--- src/rtl/muldiv_unit_pkg.sv ---
// Shared definitions for the RV32M multiply/divide unit: opcode encodings,
// FSM state type and small arithmetic helpers.
package muldiv_unit_pkg;

    localparam int XLEN_P = 32;

    // RV32M funct7 value shared by every M-extension instruction
    localparam logic [6:0] FUNCT7_M = 7'b0000001;

    // RV32M funct3 encodings
    localparam logic [2:0] F3_MUL    = 3'b000;
    localparam logic [2:0] F3_MULH   = 3'b001;
    localparam logic [2:0] F3_MULHSU = 3'b010;
    localparam logic [2:0] F3_MULHU  = 3'b011;
    localparam logic [2:0] F3_DIV    = 3'b100;
    localparam logic [2:0] F3_DIVU   = 3'b101;
    localparam logic [2:0] F3_REM    = 3'b110;
    localparam logic [2:0] F3_REMU   = 3'b111;

    typedef enum logic [1:0] {
        ST_IDLE = 2'b00,
        ST_CALC = 2'b01,
        ST_FIX  = 2'b10,
        ST_DONE = 2'b11
    } state_t;

    // Two's-complement negate when neg is set, pass-through otherwise
    function automatic logic [31:0] cond_neg32(input logic [31:0] v, input logic neg);
        return neg ? ((~v) + 32'd1) : v;
    endfunction

    function automatic logic [63:0] cond_neg64(input logic [63:0] v, input logic neg);
        return neg ? ((~v) + 64'd1) : v;
    endfunction

endpackage

--- src/rtl/muldiv_unit.sv ---
// Iterative RV32M multiply/divide unit. Fixed latency: 32 shift-add or
// restoring-divide steps on operand magnitudes, one sign/special-case fix-up
// cycle, then a one-cycle done pulse. Result is held until the next op ends.
module muldiv_unit
    import muldiv_unit_pkg::*;
#(
    parameter int XLEN = 32
) (
    input  logic            clk,
    input  logic            reset,
    input  logic            start,
    input  logic [2:0]      funct3,
    input  logic [XLEN-1:0] srca,
    input  logic [XLEN-1:0] srcb,
    input  logic            flush,
    output logic            ready,
    output logic            done,
    output logic [XLEN-1:0] result
);

    state_t              state_r;
    state_t              state_nxt_s;
    logic [5:0]          cnt_r;
    logic [2:0]          op_r;
    logic                sign_a_r;
    logic                sign_b_r;
    logic [XLEN-1:0]     amag_r;
    logic [XLEN-1:0]     bmag_r;
    logic [2*XLEN-1:0]   acc_r;
    logic [XLEN-1:0]     result_r;
    logic                ready_r;
    logic                done_r;

    logic                accept_s;
    logic                sign_a_s;
    logic                sign_b_s;
    logic [XLEN-1:0]     amag_s;
    logic [XLEN-1:0]     bmag_s;
    logic [XLEN:0]       mul_sum_s;
    logic [XLEN+1:0]     div_try_s;
    logic [2*XLEN-1:0]   step_s;
    logic [2*XLEN-1:0]   prod_s;
    logic [XLEN-1:0]     quot_s;
    logic [XLEN-1:0]     rem_s;
    logic [XLEN-1:0]     a_orig_s;
    logic                div_zero_s;
    logic                div_ovf_s;
    logic [XLEN-1:0]     fix_result_s;
    logic                ready_nxt_s;
    logic                done_nxt_s;

    // flush has priority over a simultaneous start in IDLE
    assign accept_s = (state_r == ST_IDLE) && start && !flush;

    // Operand sign flags and magnitudes derived at accept time
    always_comb begin
        sign_a_s = 1'b0;
        sign_b_s = 1'b0;
        case (funct3)
            F3_MULH, F3_DIV, F3_REM: begin
                sign_a_s = srca[XLEN-1];
                sign_b_s = srcb[XLEN-1];
            end
            F3_MULHSU: begin
                sign_a_s = srca[XLEN-1];
                sign_b_s = 1'b0;
            end
            default: begin
                sign_a_s = 1'b0;
                sign_b_s = 1'b0;
            end
        endcase
        amag_s = cond_neg32(srca, sign_a_s);
        bmag_s = cond_neg32(srcb, sign_b_s);
    end

    // One iteration step: shift-add multiply or restoring divide
    always_comb begin
        mul_sum_s = {1'b0, acc_r[2*XLEN-1:XLEN]} + (acc_r[0] ? {1'b0, bmag_r} : {(XLEN+1){1'b0}});
        div_try_s = {1'b0, acc_r[2*XLEN-1:XLEN-1]} - {2'b00, bmag_r};
        if (op_r[2]) begin
            if (!div_try_s[XLEN+1]) begin
                step_s = {div_try_s[XLEN-1:0], acc_r[XLEN-2:0], 1'b1};
            end else begin
                step_s = {acc_r[2*XLEN-2:0], 1'b0};
            end
        end else begin
            step_s = {mul_sum_s, acc_r[XLEN-1:1]};
        end
    end

    // Sign correction and special-case selection evaluated during FIX
    always_comb begin
        prod_s     = cond_neg64(acc_r, sign_a_r ^ sign_b_r);
        quot_s     = cond_neg32(acc_r[XLEN-1:0], sign_a_r ^ sign_b_r);
        rem_s      = cond_neg32(acc_r[2*XLEN-1:XLEN], sign_a_r);
        a_orig_s   = cond_neg32(amag_r, sign_a_r);
        div_zero_s = (bmag_r == 32'd0);
        div_ovf_s  = ((op_r == F3_DIV) || (op_r == F3_REM)) && sign_a_r && sign_b_r &&
                     (amag_r == 32'h8000_0000) && (bmag_r == 32'd1);
        case (op_r)
            F3_MUL: fix_result_s = prod_s[XLEN-1:0];
            F3_MULH, F3_MULHSU, F3_MULHU: fix_result_s = prod_s[2*XLEN-1:XLEN];
            F3_DIV, F3_DIVU: begin
                if (div_zero_s) begin
                    fix_result_s = 32'hFFFF_FFFF;
                end else if (div_ovf_s) begin
                    fix_result_s = 32'h8000_0000;
                end else begin
                    fix_result_s = quot_s;
                end
            end
            F3_REM, F3_REMU: begin
                if (div_zero_s) begin
                    fix_result_s = a_orig_s;
                end else if (div_ovf_s) begin
                    fix_result_s = 32'd0;
                end else begin
                    fix_result_s = rem_s;
                end
            end
            default: fix_result_s = 32'd0;
        endcase
    end

    // FSM state register
    always_ff @(posedge clk or posedge reset) begin
        if (reset) begin
            state_r <= ST_IDLE;
        end else begin
            state_r <= state_nxt_s;
        end
    end

    // FSM next-state logic
    always_comb begin
        state_nxt_s = state_r;
        case (state_r)
            ST_IDLE: begin
                if (accept_s) begin
                    state_nxt_s = ST_CALC;
                end else begin
                    state_nxt_s = ST_IDLE;
                end
            end
            ST_CALC: begin
                if (flush) begin
                    state_nxt_s = ST_IDLE;
                end else if (cnt_r == 6'(XLEN - 1)) begin
                    state_nxt_s = ST_FIX;
                end else begin
                    state_nxt_s = ST_CALC;
                end
            end
            ST_FIX: begin
                if (flush) begin
                    state_nxt_s = ST_IDLE;
                end else begin
                    state_nxt_s = ST_DONE;
                end
            end
            ST_DONE: state_nxt_s = ST_IDLE;
            default: state_nxt_s = ST_IDLE;
        endcase
    end

    // FSM output decode of the upcoming state, registered below
    always_comb begin
        ready_nxt_s = (state_nxt_s == ST_IDLE);
        done_nxt_s  = (state_nxt_s == ST_DONE);
    end

    // Registered handshake outputs
    always_ff @(posedge clk or posedge reset) begin
        if (reset) begin
            ready_r <= 1'b1;
            done_r  <= 1'b0;
        end else begin
            ready_r <= ready_nxt_s;
            done_r  <= done_nxt_s;
        end
    end

    // Datapath: operand capture on accept, one iteration per CALC cycle
    always_ff @(posedge clk or posedge reset) begin
        if (reset) begin
            cnt_r    <= 6'd0;
            op_r     <= 3'd0;
            sign_a_r <= 1'b0;
            sign_b_r <= 1'b0;
            amag_r   <= 32'd0;
            bmag_r   <= 32'd0;
            acc_r    <= 64'd0;
        end else if (accept_s) begin
            cnt_r    <= 6'd0;
            op_r     <= funct3;
            sign_a_r <= sign_a_s;
            sign_b_r <= sign_b_s;
            amag_r   <= amag_s;
            bmag_r   <= bmag_s;
            acc_r    <= {32'd0, amag_s};
        end else if (state_r == ST_CALC) begin
            cnt_r    <= cnt_r + 6'd1;
            acc_r    <= step_s;
        end
    end

    // Result register, written only when FIX completes into DONE
    always_ff @(posedge clk or posedge reset) begin
        if (reset) begin
            result_r <= 32'd0;
        end else if ((state_r == ST_FIX) && (state_nxt_s == ST_DONE)) begin
            result_r <= fix_result_s;
        end
    end

    assign ready  = ready_r;
    assign done   = done_r;
    assign result = result_r;

endmodule

--- config.mk ---
export PLATFORM = sky130hd
export DESIGN_NAME = muldiv_unit
export DESIGN_NICKNAME = d
export VERILOG_FILES = /design/src/rtl/muldiv_unit_pkg.sv /design/src/rtl/muldiv_unit.sv
export SDC_FILE = /design/constraint.sdc
export NUM_CORES = 1
export LEC_CHECK = 0
export CORE_ASPECT_RATIO = 0.5
export CORE_UTILIZATION = 39
export CTS_BUF_LIST = sky130_fd_sc_hd__clkbuf_8
export DETAILED_ROUTE_END_ITERATION = 6
export PLACE_DENSITY = 0.69
export REMOVE_ABC_BUFFERS = 1
export SETUP_SLACK_MARGIN = 0.15
export SLEW_MARGIN = 0
export SYNTH_ARGS = -nofsm -noshare
export SYNTH_HDL_FRONTEND = slang
export SYNTH_SLANG_ARGS = --single-unit
--- constraint.sdc ---
create_clock -name clk -period 6.6 [get_ports clk]
set_input_delay 1.32 -clock clk [delete_from_list [all_inputs] [get_ports clk]]
set_output_delay 1.32 -clock clk [all_outputs]
set_load 0.05 [all_outputs]
== After elaboration in Yosys (flattened, before gate mapping) ==
Cells that the tools add are included.
Widths: inputs -> output; s select.

* Add/subtract/negate cells: 9
* Bitwise gates (word level): 7
* Multiplexer cells: 25
* Equal/unequal tests: 18
* Reductions and logical operators: 19

{| class="wikitable"
|+ Operator list
! operator !! number
|-
| $mux 32 || 10
|-
| $mux 64 || 5
|-
| $add 32x1->32 const B || 5
|-
| $not 32->32 || 5
|-
| $pmux 32 s4 || 1
|-
| $add 64x1->64 const B || 1
|-
| $not 64->64 || 1
|-
| $sub 33x32->34 || 1
|-
| $add 32x32->33 || 1
|-
| $eq 32x1->1 const B || 1
|-
| $eq 32x32->1 const B || 1
|-
| $logic_not 32->1 || 1
|-
| $eq 3x3->1 const B || 6
|-
| $mux 6 || 2
|-
| $eq 3x2->1 const B || 3
|-
| $pmux 2 s4 || 1
|-
| $logic_and 1x1->1 || 7
|-
| $add 6x1->6 const B || 1
|-
| $eq 2x2->1 const B || 3
|-
| $eq 3x1->1 const B || 2
|-
| $eq 6x5->1 const B || 1
|-
| $mux 2 || 3
|-
| $reduce_or 3->1 || 2
|-
| $logic_not 2->1 || 2
|-
| other kinds (9) || 12
|}

* Register bits: 175
* Logic and storage cells: 89
* Bits of input ports: 71
* Output and inout port bits: 34

== Logic depth before layout (Yosys ltp) ==
Gate-level depths: netlist of run 1.

* Depth after elaboration: 9
* Depth in mapped cells: 16
* Mapped depth without buffers: 14

== Worst setup path before layout of run 1 ==
OpenSTA, ideal clock, no wires.

* Path kind: input port to flip-flop
* Start point: input srca[7]
* End point: register acc_r[28]
* Data arrival time: 3.323 ns
* Required time: 6.465 ns
* Setup slack: 3.142 ns
* Stages: 8
* Library setup time: 0.135 ns
* Path buffers: 0
* Cells stage by stage: or3_1 -> or3_1 -> nor3_1 -> a31o_2 -> o21ai_0 -> or3_1 -> nand3_1 -> o21ai_0

* Cells in the longest elaborated chain, start to end: 4

{| class="wikitable"
|+ Ends and longest elaborated chain
! what !! RTL line !! source
|-
| from (decl) || muldiv_unit.sv:13 || <nowiki>input logic [XLEN-1:0] srca,</nowiki>
|-
| $not 32->32 || muldiv_unit_pkg.sv:29 || <nowiki>return neg ? ((~v) + 32'd1) : v;</nowiki>
|-
| $add 32x1->32 || muldiv_unit_pkg.sv:29 ||
|-
| $mux 32 || muldiv_unit_pkg.sv:29 ||
|-
| $mux 64 || muldiv_unit.sv:194 || <nowiki>end else if (accept_s) begin</nowiki>
|-
| to (signal assigned) || muldiv_unit.sv:201 || <nowiki>acc_r <= {32'd0, amag_s};</nowiki>
|-
| to (signal assigned) || muldiv_unit.sv:204 || <nowiki>acc_r <= step_s;</nowiki>
|-
| to (decl) || muldiv_unit.sv:29 || <nowiki>logic [2*XLEN-1:0] acc_r;</nowiki>
|}

Every way passes these cells.
A chain may end at the register's enable or synchronous reset.

== Worst setup path after layout of run 1 ==
* Start point: register acc_r[0]
* End point: register acc_r[62]

* Cells in the longest elaborated chain, start to end: 5

{| class="wikitable"
|+ Ends and longest elaborated chain
! what !! RTL line !! source
|-
| $mux 32 || muldiv_unit.sv:79 || <nowiki>mul_sum_s = {1'b0, acc_r[2*XLEN-1:XLEN]} + (acc_r[0] ? {1'b0, bmag_r} : {(XLEN+1){1'b0}});</nowiki>
|-
| $add 32x32->33 || muldiv_unit.sv:79 ||
|-
| $mux 64 || muldiv_unit.sv:81 || <nowiki>if (op_r[2]) begin</nowiki>
|-
| $mux 64 || muldiv_unit.sv:202 || <nowiki>end else if (state_r == ST_CALC) begin</nowiki>
|-
| $mux 64 || muldiv_unit.sv:194 ||
|}

Every way passes these cells. The select of a mux whose other input is x is not followed.

==> summary.txt, run 1 <==
Outcome
  – Status: finished clean

CTS
  – CTS root buf: clkbuf_8
  – Postcts setup bufs: 0
  – Clock-pin slew on the worst setup and hold paths: 0.11 ns
  – CTS Sinks: 175
  – CTS tree: done
  – Clock buffer depth: 2
  – Hold buffer count at CTS: 0
  – CTS resizes: 0
  – H-tree depth: 4
  – Clock latency on the worst-skew pair: 0.53 ns
  – Total CTS buffers: 17

Synth
  – Synthesized flop and latch total: 175
  – Cell Area, Synth: 15,610 µm²
  – Sequential share of the synthesized area: 0.2805
  – Mean Syn Cell Area: 7.662 µm²
  – FFs w/ async S/R, synth: 1.000
  – Syn Inst Count: 2,038
  – Unique masters post-synth: 78
  – Warnings from Yosys: 0
  – EDFF count, synth: 0
  – Ys flop type: dfrtp_1

Setup path
  – CP Class: flop to flop
  – Critical path peak fanout: 32
  – Crit path top cell by count: o21ai_0
  – Startpoint Class: flop
  – CP max stage delay: 0.73 ns
  – Cell with the biggest individual delay on the critical path: inv_1
  – CP required: 7.03 ns
  – Worst path arrival time: 4.79 ns
  – CP cell instances: inv_1, nor2_1, ha_1, a211oi_1, o211ai_1, a21oi_1, a22oi_1, a22o_1, o21ai_0, o21bai_1, a41oi_1, o21ai_0, nor3_1
  – Critical Path End Type: flop

Global routing
  – M3 GR Usage: 0.03127
  – Total GRT Usage: 0.2418
  – Met2 Track Usage GR: 0.3710
  – M1 GR Usage: 0.3496
  – Busiest metal layer after global routing: met2
  – Overflow left after global routing: 0
  – Largest net degree at the start of global routing: 101
  – Vias in the first global route: 13.85k
  – Global-route wire length before repair: 78,340 µm
  – Initial antenna violation count: 0

Timing
  – Worst Hold Margin: 0.4928 ns
  – Final Hold Fails: 0
  – FMAX: 0.2296 GHz
  – Worst setup margin: 2.244 ns
  – Max Slew Vio Count: 0
  – Max-Slew Margin vs Limit: 0.3177
  – Setup violators final: 0
  – Clock skew: 0.02173 ns
  – Setup_tns: 0 ns
  – Final period util: 0.6600
  – RSZ-0062 raised after global routing: false
  – Min Tclk post-route: 4.356 ns
  – Worst-Margin Slew: 1.023 ns

Power and ir drop
  – VDD IR max: 0.1970 mV
  – Leakage: 7.258 nW
  – Power per cell area: 383.3 nW/µm²

Finish
  – Layout net count: 2,195
  – Layout fillers: 3,945
  – Design area: 17,420 µm²
  – Multi-input logic area: 10,530 µm²
  – Share of cells above drive strength 1: 0.04165
  – FF/Latch Area: 4385 µm²
  – Area growth syn-to-layout: 11.53%
  – # diodes: 0

Worst hold path
  – Worst hold path class: flop to flop

Floorplan
  – Vert. Die Dim: 143.5 µm
  – Initial core utilization: 0.3985
  – Num ports: 105
  – DIE AREA: 40,890 µm²
  – Row count: 51
  – Std-Cell Core Area: 39,180 µm²
  – Horiz. Die Dim: 285.0 µm

Place
  – Final Wtd Congestion: 0.9734
  – Buffers added on ports: 104
  – Setup WS pre-CTS: 2.356 ns
  – HPWL Detailed: 37,080 µm
  – Area of placed instances: 17,020 µm²

Run
  – Maxcap violations: 0

Route
  – Post-DR wirelength/cell: 19.12 µm
  – DRT iter0 DRCs: 1,456
  – Drt drc: 0
  – Vias post-DR: 15.29k
  – Drt via density: 5.890
  – Routed WL: 49,620 µm
  – Drt first pass iters: 5
  – DRT antenna net count: 0
-- cells in the mapped netlist, drive strengths merged, types with 7 or more instances --
library cell  instances  area share
nor3                 31      0.0099
nor4                 26       0.012
or3                  26       0.011
nor2                175       0.042
inv                  64       0.015
or4                  12      0.0060
nand2b               15      0.0060
a221o                 7      0.0045
xnor2               115       0.065
o31ai                43       0.021
mux2i                38       0.024
o41ai                17      0.0095
a31oi                32       0.013
o211ai               25       0.012
nand4                19      0.0076
nor2b                12      0.0048
nand3                25      0.0080
xor2                119       0.067
and3                 10      0.0040
o22ai                34       0.014
a21oi               172       0.055
dfrtp               174        0.28
or2                  10      0.0042
o21ai               203       0.065
clkbuf              114       0.027
a211oi               13      0.0062
buf                  14      0.0048
a221oi               12      0.0067
a21o                 41       0.020
ha                   70       0.056
nand2               279       0.067
-- where the power goes --
group	switching (W)	internal, W
registers	0.000579	0.00133
clock network	0.000451	0.000342
logic	0.00237	0.00160
total	0.00340	0.00327
-- critical path: cells and delay by family, from the launching register on --
kind,cells,cell delay (ns)
AO/OA/AOI/OAI,9,2.44
adder cells (fa/ha/maj),1,0.28
buffers and inverters,1,0.73
flip-flops,1,0.50
AND/OR/NAND/NOR,2,0.30
-- stage by stage --
step                      power [W]  utilization  instances
after global placement     0.005760       0.4344       2563
after CTS                  0.006592       0.4445       2595
after detailed placement   0.005784       0.4344       2563
after global routing       0.007150       0.4445       2595
final                      0.006675       0.4445       2595
after floorplan            0.004656            -       1910
-- worst paths after layout --
check	from	end	slack (ns)	cells past startpoint
max in group asynchronous	reset	bmag_r[17]	4.27	3
max	acc_r[0]	acc_r[62]	2.24	13
max reg2reg	acc_r[0]	acc_r[62]	2.24	13
min reg2reg	result[10]	result[10]	0.49	2
min	result[10]	result[10]	0.49	2
min in group asynchronous	reset	acc_r[6]	1.38	2
-- logic make-up (layout without fill, tap and decap cells) --
family | Yosys count | in the layout | share of synthesized area
xor+xnor | 234 | 234 | 0.1313
flops | 175 | 175 | 0.2805
buf+inv | 192 | 219 | 0.04760
compound gates | 660 | 660 | 0.2598
simple gates | 664 | 664 | 0.1957
mux | 41 | 41 | 0.02652
fa+ha+maj | 72 | 72 | 0.05865
-- registers in the layout, indices dropped and copies added (netlist names) --
name	flops
ready	1
state_r	2
sign_a_r	1
bmag_r	32
done	1
amag_r	32
acc_r	64
op_r	3
cnt_r	6
sign_b_r	1
result	32
-- per-layer routing --
| layer | part of all wire | routed length, µm |
|---|---|---|
| met5 | 0 | 0 |
| met1 | 0.47 | 23330 |
| met3 | 0.070 | 3466 |
| met2 | 0.43 | 21530 |
| met4 | 0.026 | 1284 |
-- placed cells by master, fill, tap and decap left out, types with 7 or more instances in the layout --
master	Yosys	layout
a211oi_1	13	13
a21o_1	41	41
a21oi_1	172	171
a221o_1	7	7
a221oi_1	12	12
a31oi_1	32	32
and3_1	10	10
buf_4	1	18
clkbuf_8	0	17
clkdlybuf4s50_1	0	104
dfrtp_1	174	172
ha_1	70	70
inv_1	63	65
mux2i_1	38	38
nand2_1	279	279
nand2b_1	15	14
nand3_1	25	25
nand4_1	19	19
nor2_1	175	174
nor2b_1	12	11
nor3_1	31	31
nor4_1	23	23
o211ai_1	25	25
o21ai_0	196	196
o21ai_1	7	7
o22ai_1	34	34
o31ai_1	43	43
o41ai_1	17	17
or2_2	9	9
or3_1	25	25
or4_1	11	11
xnor2_1	115	114
xor2_1	119	118
-- cell type report --
cell class                 instances  area share
clock buffer                      17     0.01343
clock inverter                    15    0.009340
inverter                          64     0.01408
multi-input combinational       1671      0.6046
sequential                       175      0.2518
tap                              530     0.03808
timing repair buffer             123     0.06868
Note: power is estimated with default switching activity, not from simulation.
==> inputs of run 2 (changes only) <==
==> constraint.sdc (replaced) <==
create_clock -name clk -period 4.5 [get_ports clk]
set_input_delay 0.9 -clock clk [delete_from_list [all_inputs] [get_ports clk]]
set_output_delay 0.9 -clock clk [all_outputs]
set_load 0.05 [all_outputs]
==> run 2 against run 1 <==
Global-route usage up 0.28 points. Maximum frequency up 12%. Register-to-register slack worse by 1.6 ns. Sequential power up 42%. Die area unchanged. Critical path type unchanged. Highest routed layer unchanged.
==> summary.txt, run 2 (synthesis results as in run 1) <==
Floorplan
  – Vert. Die Dim: 143.5 µm (unchanged)
  – Std-Cell Core Area: 39,180 µm² (unchanged)
  – Initial core utilization: 0.3985 (unchanged)
  – DIE AREA: 40,890 µm² (unchanged)
  – Num ports: 105 (unchanged)
  – Row count: 51 (unchanged)
  – Horiz. Die Dim: 285.0 µm (unchanged)

CTS
  – Total CTS buffers: 17 (unchanged)
  – CTS tree: done
  – Hold buffer count at CTS: 0 (unchanged)
  – CTS Sinks: 175 (unchanged)
  – Clock latency on the worst-skew pair: 0.53 ns (about the same)
  – CTS root buf: clkbuf_8
  – H-tree depth: 4 (unchanged)
  – CTS resizes: 0 (unchanged)
  – Clock-pin slew on the worst setup and hold paths: 0.11 ns (about the same)
  – Clock buffer depth: 2 (unchanged)
  – Postcts setup bufs: 0 (unchanged)

Global routing
  – Global-route wire length before repair: 79,320 µm (+1.3%)
  – Total GRT Usage: 0.2446 (+0.002827)
  – Vias in the first global route: 14.21k (+2.6%)
  – Initial antenna violation count: 0 (unchanged)
  – Overflow left after global routing: 0 (unchanged)
  – Largest net degree at the start of global routing: 72 (-29%)

Finish
  – Flip-flop count of the largest register after layout: 64 (unchanged)
  – Design area: 17,620 µm² (+1.2%)
  – # diodes: 0 (unchanged)
  – Largest register by flop count: acc_r
  – Most frequent cells in the layout: 279 x nand2_1, 196 x o21ai_0, 174 x nor2_1
  – Most common cell after layout, fill and taps aside: nand2_1
  – Final core occ: 0.4498 (+0.005269)
  – Area growth syn-to-layout: 12.85%
  – Share of cells above drive strength 1: 0.05537 (+0.01372)
  – Layout net count: 2,225 (+1.4%)

Place
  – HPWL Detailed: 37,630 µm (+1.5%)
  – Final Wtd Congestion: 0.9846 (+1.2%)
  – Setup WS pre-CTS: 0.6424 ns (-1.713 ns)
  – Area of placed instances: 17,240 µm² (+1.3%)
  – Buffers added on ports: 104 (unchanged)

Route
  – Drt via density: 5.870 (-0.33%)
  – Drt first pass iters: 6 (+1)
  – Post-DR wirelength/cell: 19.03 µm (-0.46%)
  – DRT iter0 DRCs: 1,568 (+7.7%)
  – DRT antenna net count: 0 (unchanged)
  – Vias post-DR: 15.41k (+0.82%)
  – Routed WL: 49,960 µm (+0.69%)
  – Drt drc: 0 (unchanged)

Setup path
  – Critical path peak fanout: 25 (-22%)
  – Cell with the biggest individual delay on the critical path: dfrtp_1
  – CP cell instances: inv_1, buf_4, nor2_1, ha_1, a21oi_1, o21ai_0, a21oi_1, a22oi_1, a22o_1, o21ai_0, o21bai_1, a41oi_1, o21ai_0, nor3_1
  – Crit path top cell by count: o21ai_0
  – Worst path arrival time: 4.34 ns (-0.45 ns)
  – CP max stage delay: 0.47 ns (-0.26 ns)
  – Critical Path End Type: flop
  – Startpoint Class: flop
  – CP Class: flop to flop
  – CP required: 4.94 ns (-2.09 ns)
  – Family with the most delay on the worst path: compound AO/OA/AOI/OAI gates
  – CP bufs+invs: 2 (+1)

Timing
  – Min Tclk post-route: 3.902 ns (-0.4539 ns)
  – Max Slew Vio Count: 0 (unchanged)
  – Clock skew: 0.02144 ns (-0.0002899 ns)
  – Setup violators final: 0 (unchanged)
  – Final period util: 0.8672 (+0.2071)
  – FMAX: 0.2563 GHz (+12%)
  – Max-Slew Margin vs Limit: 0.3339 (+0.01616)
  – Final Hold Fails: 0 (unchanged)
  – RSZ-0062 raised after global routing: false
  – Worst-Margin Slew: 0.9955 ns (-0.02792 ns)
  – Worst setup margin: 0.5977 ns (-1.646 ns)

Worst hold path
  – Worst hold path class: flop to flop

Power and ir drop
  – VDD IR max: 0.2554 mV (+30%)
  – Leakage: 7.394 nW (+1.9%)
  – Total power: 0.009875 W (+48%)
  – Power per cell area: 560.4 nW/µm² (+46%)

Outcome
  – Status: finished clean

Run
  – Maxcap violations: 0 (unchanged)
[run 2: changes by cell type in the layout (fill, tap and decap cells not counted), sizes merged]
cell | before | now
buf | 19 | 49
bufinv | 2 | 1
clkinv | 4 | 1
clkinvlp | 1 | 2
inv | 72 | 75
[run 2: final cells by class]
cell class / count / area (µm²)
clock buffer: 17 / 234.0
clock inverter: 15 / 147.6
fill: 3944 / 21560
inverter: 64 / 245.2
multi-input combinational: 1671 / 10530
sequential: 175 / 4385
tap: 530 / 663.1
timing repair buffer: 153 / 1421
[run 2: final timing paths]
| kind | endpoint | cells after the start | from | slack [ns] |
|---|---|---|---|---|
| setup / recovery | acc_r[62] | 14 | acc_r[0] | 0.60 |
| setup reg to reg | acc_r[62] | 14 | acc_r[0] | 0.60 |
| max in group asynchronous | amag_r[11] | 3 | reset | 2.82 |
| hold reg to reg | result[15] | 2 | result[15] | 0.49 |
| hold / removal | result[15] | 2 | result[15] | 0.49 |
| min in group asynchronous | acc_r[17] | 2 | reset | 0.85 |
[run 2: metal layers]
layer | vias up | track usage | share of wire
met1 | 7311 | 0.3473 | 0.46
met2 | 603 | 0.3789 | 0.43
met3 | 92 | 0.03540 | 0.076
met5 | - | 0 | 0
li1 | 7404 | - | -
met4 | 0 | 0.08584 | 0.028
[run 2: power breakdown]
group          switching (W)  leakage (nW)  total, W  internal, W
sequential          0.000767          2.22   0.00271      0.00195
clock               0.000678         0.195   0.00113     0.000453
combinational        0.00357          4.98   0.00603      0.00246
total                0.00502          7.39   0.00987      0.00486
[run 2: stage by stage]
stage	hold slack, ns	instances	TNS [ns]
after global placement	0.4641	2593	0
after detailed placement	0.4676	2593	0
after floorplan	0.4717	1910	-335.43
after global routing	0.5324	2625	0
final	0.4896	2625	0
after CTS	0.4915	2625	0
[run 2: tightest hold or removal path, cell delays in order, from the launching register on]
cell and delay (ns):
dfrtp_1 0.36, nand2_1 0.05, o31ai_1 0.06
==> inputs of run 3 (changes only) <==
--- a/config.mk
+++ b/config.mk
@@ -8,8 +8,9 @@
 export CORE_ASPECT_RATIO = 0.5
 export CORE_UTILIZATION = 39
 export CTS_BUF_LIST = sky130_fd_sc_hd__clkbuf_8
+export CTS_CLUSTER_DIAMETER = 50
 export DETAILED_ROUTE_END_ITERATION = 6
-export PLACE_DENSITY = 0.69
+export PLACE_DENSITY = 0.71
 export REMOVE_ABC_BUFFERS = 1
 export SETUP_SLACK_MARGIN = 0.15
 export SLEW_MARGIN = 0
==> constraint.sdc (replaced) <==
create_clock -name clk -period 3.5 [get_ports clk]
set_input_delay 0.7 -clock clk [delete_from_list [all_inputs] [get_ports clk]]
set_output_delay 0.7 -clock clk [all_outputs]
set_load 0.05 [all_outputs]
==> run 3 against run 2 <==
Design area is 8.9% higher. Highest routed layer unchanged. Global-route usage rose by 1.6 points. Sequential power up 16%. Maximum frequency up 15%. Clock power is 44% higher. Combinational power is 61% higher. Clock-buffer cell count did not move. Register-to-register slack got worse by 0.49 ns.
==> summary.txt, run 3 (synthesis results as in run 1) <==
Outcome
  – Status: finished clean

Worst hold path
  – Min-delay src: result[5]
  – Worst hold path class: flop to flop
  – Hold endpoint: result[5]
  – Worst hold stages: 2 (unchanged)

Place
  – Buffers added on ports: 104 (unchanged)
  – HPWL Detailed: 40,650 µm (+8.0%)
  – Setup WS pre-CTS: -0.04419 ns (-0.6866 ns)
  – Area of placed instances: 18,010 µm² (+4.5%)
  – Final Wtd Congestion: 0.9608 (-2.4%)

Setup path
  – Cell with the biggest individual delay on the critical path: or4_4
  – Critical Path End Type: flop
  – CP max stage delay: 0.47 ns (about the same)
  – Startpoint Class: flop
  – Critical path peak fanout: 5 (-80%)
  – CP cell instances: inv_2, ha_4, or3b_4, or3_4, or4_4, or3_4, buf_4, o31ai_1, xnor2_1, a21oi_1, o21ai_0, a21oi_1, nor2_1
  – CP Class: flop to flop
  – RR Startpoint: acc_r[32]
  – Reg2reg end: result[18]
  – Reg2Reg Depth: 13 (-1)
  – CP required: 3.93 ns (-1.01 ns)
  – Worst R2R Setup Slack: 0.11 ns (-0.49 ns)
  – Worst path arrival time: 3.82 ns (-0.52 ns)

Run
  – Maxcap violations: 0 (unchanged)

Timing
  – Max-Slew Margin vs Limit: 0.3208 (-0.01307)
  – Worst setup margin: 0.1126 ns (-0.4851 ns)
  – Setup violators final: 0 (unchanged)
  – FMAX: 0.2952 GHz (+15%)
  – RSZ-0062 raised after global routing: true
  – Setup_tns: 0 ns (unchanged)
  – Min Tclk post-route: 3.387 ns (-0.5149 ns)
  – Final period util: 0.9678 (+0.1007)
  – Final Hold Fails: 0 (unchanged)
  – Worst-Margin Slew: 1.015 ns (+0.01954 ns)
  – Max Slew Vio Count: 0 (unchanged)
  – Clock skew: 0.02182 ns (+0.0003735 ns)

CTS
  – Total CTS buffers: 17 (unchanged)
  – Clock latency on the worst-skew pair: 0.53 ns (about the same)
  – Clock buffer depth: 2 (unchanged)
  – H-tree depth: 4 (unchanged)
  – CTS tree: done
  – Clock-pin slew on the worst setup and hold paths: 0.12 ns (about the same)
  – Hold buffer count at CTS: 0 (unchanged)
  – CTS root buf: clkbuf_8
  – CTS Sinks: 175 (unchanged)

Route
  – DRT antenna net count: 0 (unchanged)
  – Drt via density: 5.883 (+0.21%)
  – Routed WL: 54,610 µm (+9.3%)
  – Post-DR wirelength/cell: 19.87 µm (+4.4%)
  – Drt first pass iters: 6 (unchanged)
  – Vias post-DR: 16.17k (+4.9%)
  – DRT iter0 DRCs: 1,492 (-4.8%)
  – Drt drc: 0 (unchanged)

Power and ir drop
  – Leakage: 8.136 nW (+10%)
  – Switching part of the total: 0.4886 (-0.01933)
  – Internal: 0.007396 W (+52%)
  – Power per cell area: 753.9 nW/µm² (+35%)
  – Combinational power share: 0.669 (+0.058)
  – Clock Power Share: 0.113 (about the same)
  – Total power: 0.01446 W (+46%)
  – Sequential share of power: 0.218 (-0.057)
  – VDD IR max: 0.3616 mV (+42%)
  – Psw: 0.007066 W (+41%)

Floorplan
  – DIE AREA: 40,890 µm² (unchanged)
  – Row count: 51 (unchanged)
  – Std-Cell Core Area: 39,180 µm² (unchanged)
  – Initial core utilization: 0.3985 (unchanged)
  – Num ports: 105 (unchanged)
  – Horiz. Die Dim: 285.0 µm (unchanged)
  – Vert. Die Dim: 143.5 µm (unchanged)

Global routing
  – Vias in the first global route: 14.85k (+4.5%)
  – Largest net degree at the start of global routing: 75 (+4.2%)
  – Global-route wire length before repair: 83,710 µm (+5.5%)
  – Initial antenna violation count: 0 (unchanged)
  – Overflow left after global routing: 0 (unchanged)
  – Total GRT Usage: 0.2607 (+0.01605)

Finish
  – Share of cells above drive strength 1: 0.1438 (+0.08845)
  – Largest register by flop count: acc_r
  – FF/Latch Area: 4388 µm² (about the same)
  – Flip-flop count of the largest register after layout: 64 (unchanged)
  – Design area: 19,180 µm² (+8.9%)
  – # diodes: 0 (unchanged)
  – Most common cell after layout, fill and taps aside: nand2_1
  – Layout net count: 2,348 (+5.5%)
  – Area growth syn-to-layout: 22.84%
  – Final core occ: 0.4896 (+0.03982)
  – Multi-input logic area: 10,970 µm² (+4.2%)
  – Layout fillers: 3,797 (-3.7%)
  – Most frequent cells in the layout: 279 x nand2_1, 190 x o21ai_0, 170 x nor2_1, 170 x dfrtp_1, 165 x a21oi_1
[run 3: changes by cell type in the layout (fill, tap and decap cells not counted), sizes merged]
cell | previous run | this run
buf | 49 | 170
clkinvlp | 2 | 3
bufinv | 1 | 3
bufbuf | 0 | 1
clkinv | 1 | 2
inv | 75 | 72
[run 3: final cells by class]
cell class,instances,area share
Multi-Input combinational cell,1671,0.5719
Timing Repair inverter,1,0.0003914
Clock buffer,17,0.01220
Tap cell,530,0.03457
Timing Repair Buffer,275,0.1290
Sequential cell,175,0.2288
Inverter,64,0.01298
Clock inverter,15,0.01018
[run 3: what timing repair did]
| item | in CTS | in global routing |
|---|---|---|
| endpoints found under the setup margin | 19 | 60 |
| pin swaps | 9 | 36 |
| gates resized for setup | 20 | 86 |
| setup buffers | 6 | 16 |
| gates cloned | 2 | 1 |
[run 3: per-layer routing]
layer,part of all wire,global-route usage,vias up,routed length [µm]
li1,-,-,7665,-
met1,0.45,0.3692,7747,24530
met2,0.45,0.4113,688,24400
met3,0.082,0.04222,66,4479
met4,0.022,0.06952,0,1192
met5,0,0,-,0
[run 3: metrics by stage]
stage / hold slack, ns / instances
after floorplan: 0.4717 / 1910
after global placement: 0.4652 / 2691
after detailed placement: 0.4731 / 2691
after CTS: 0.4977 / 2731
after global routing: 0.5220 / 2748
final: 0.4884 / 2748
[run 3: worst max-delay path by stage]
stage | slack [ns] | from | to
CTS | 0.08 | acc_r[32] | acc_r[59]
global placement | -0.03 | srca[7] | acc_r[31]
detailed placement | -0.04 | srca[7] | acc_r[31]
floorplan | -3.85 | flush | acc_r[50]
global route | -0.02 | acc_r[32] | result[26]
finish | 0.11 | acc_r[32] | result[18]
[run 3: power by group through the flow]
stage	Clock [W]	Combinational, W	Sequential [W]
global route	0.00172	0.0104	0.00322
floorplan	0	0.00539	0.00339
detailed placement	0	0.00856	0.00314
finish	0.00163	0.00968	0.00315
CTS	0.00165	0.00894	0.00311
global placement	0	0.00849	0.00314
[run 3: worst max-delay path: cells and delay by family, from the launching register on]
kind / cells / cell delay, ns
buffers and inverters: 2 / 0.25
flip-flops: 1 / 0.42
AND/OR/NAND/NOR: 5 / 1.65
adder cells (fa/ha/maj): 1 / 0.13
XOR/XNOR: 1 / 0.13
AO/OA/AOI/OAI: 4 / 0.70
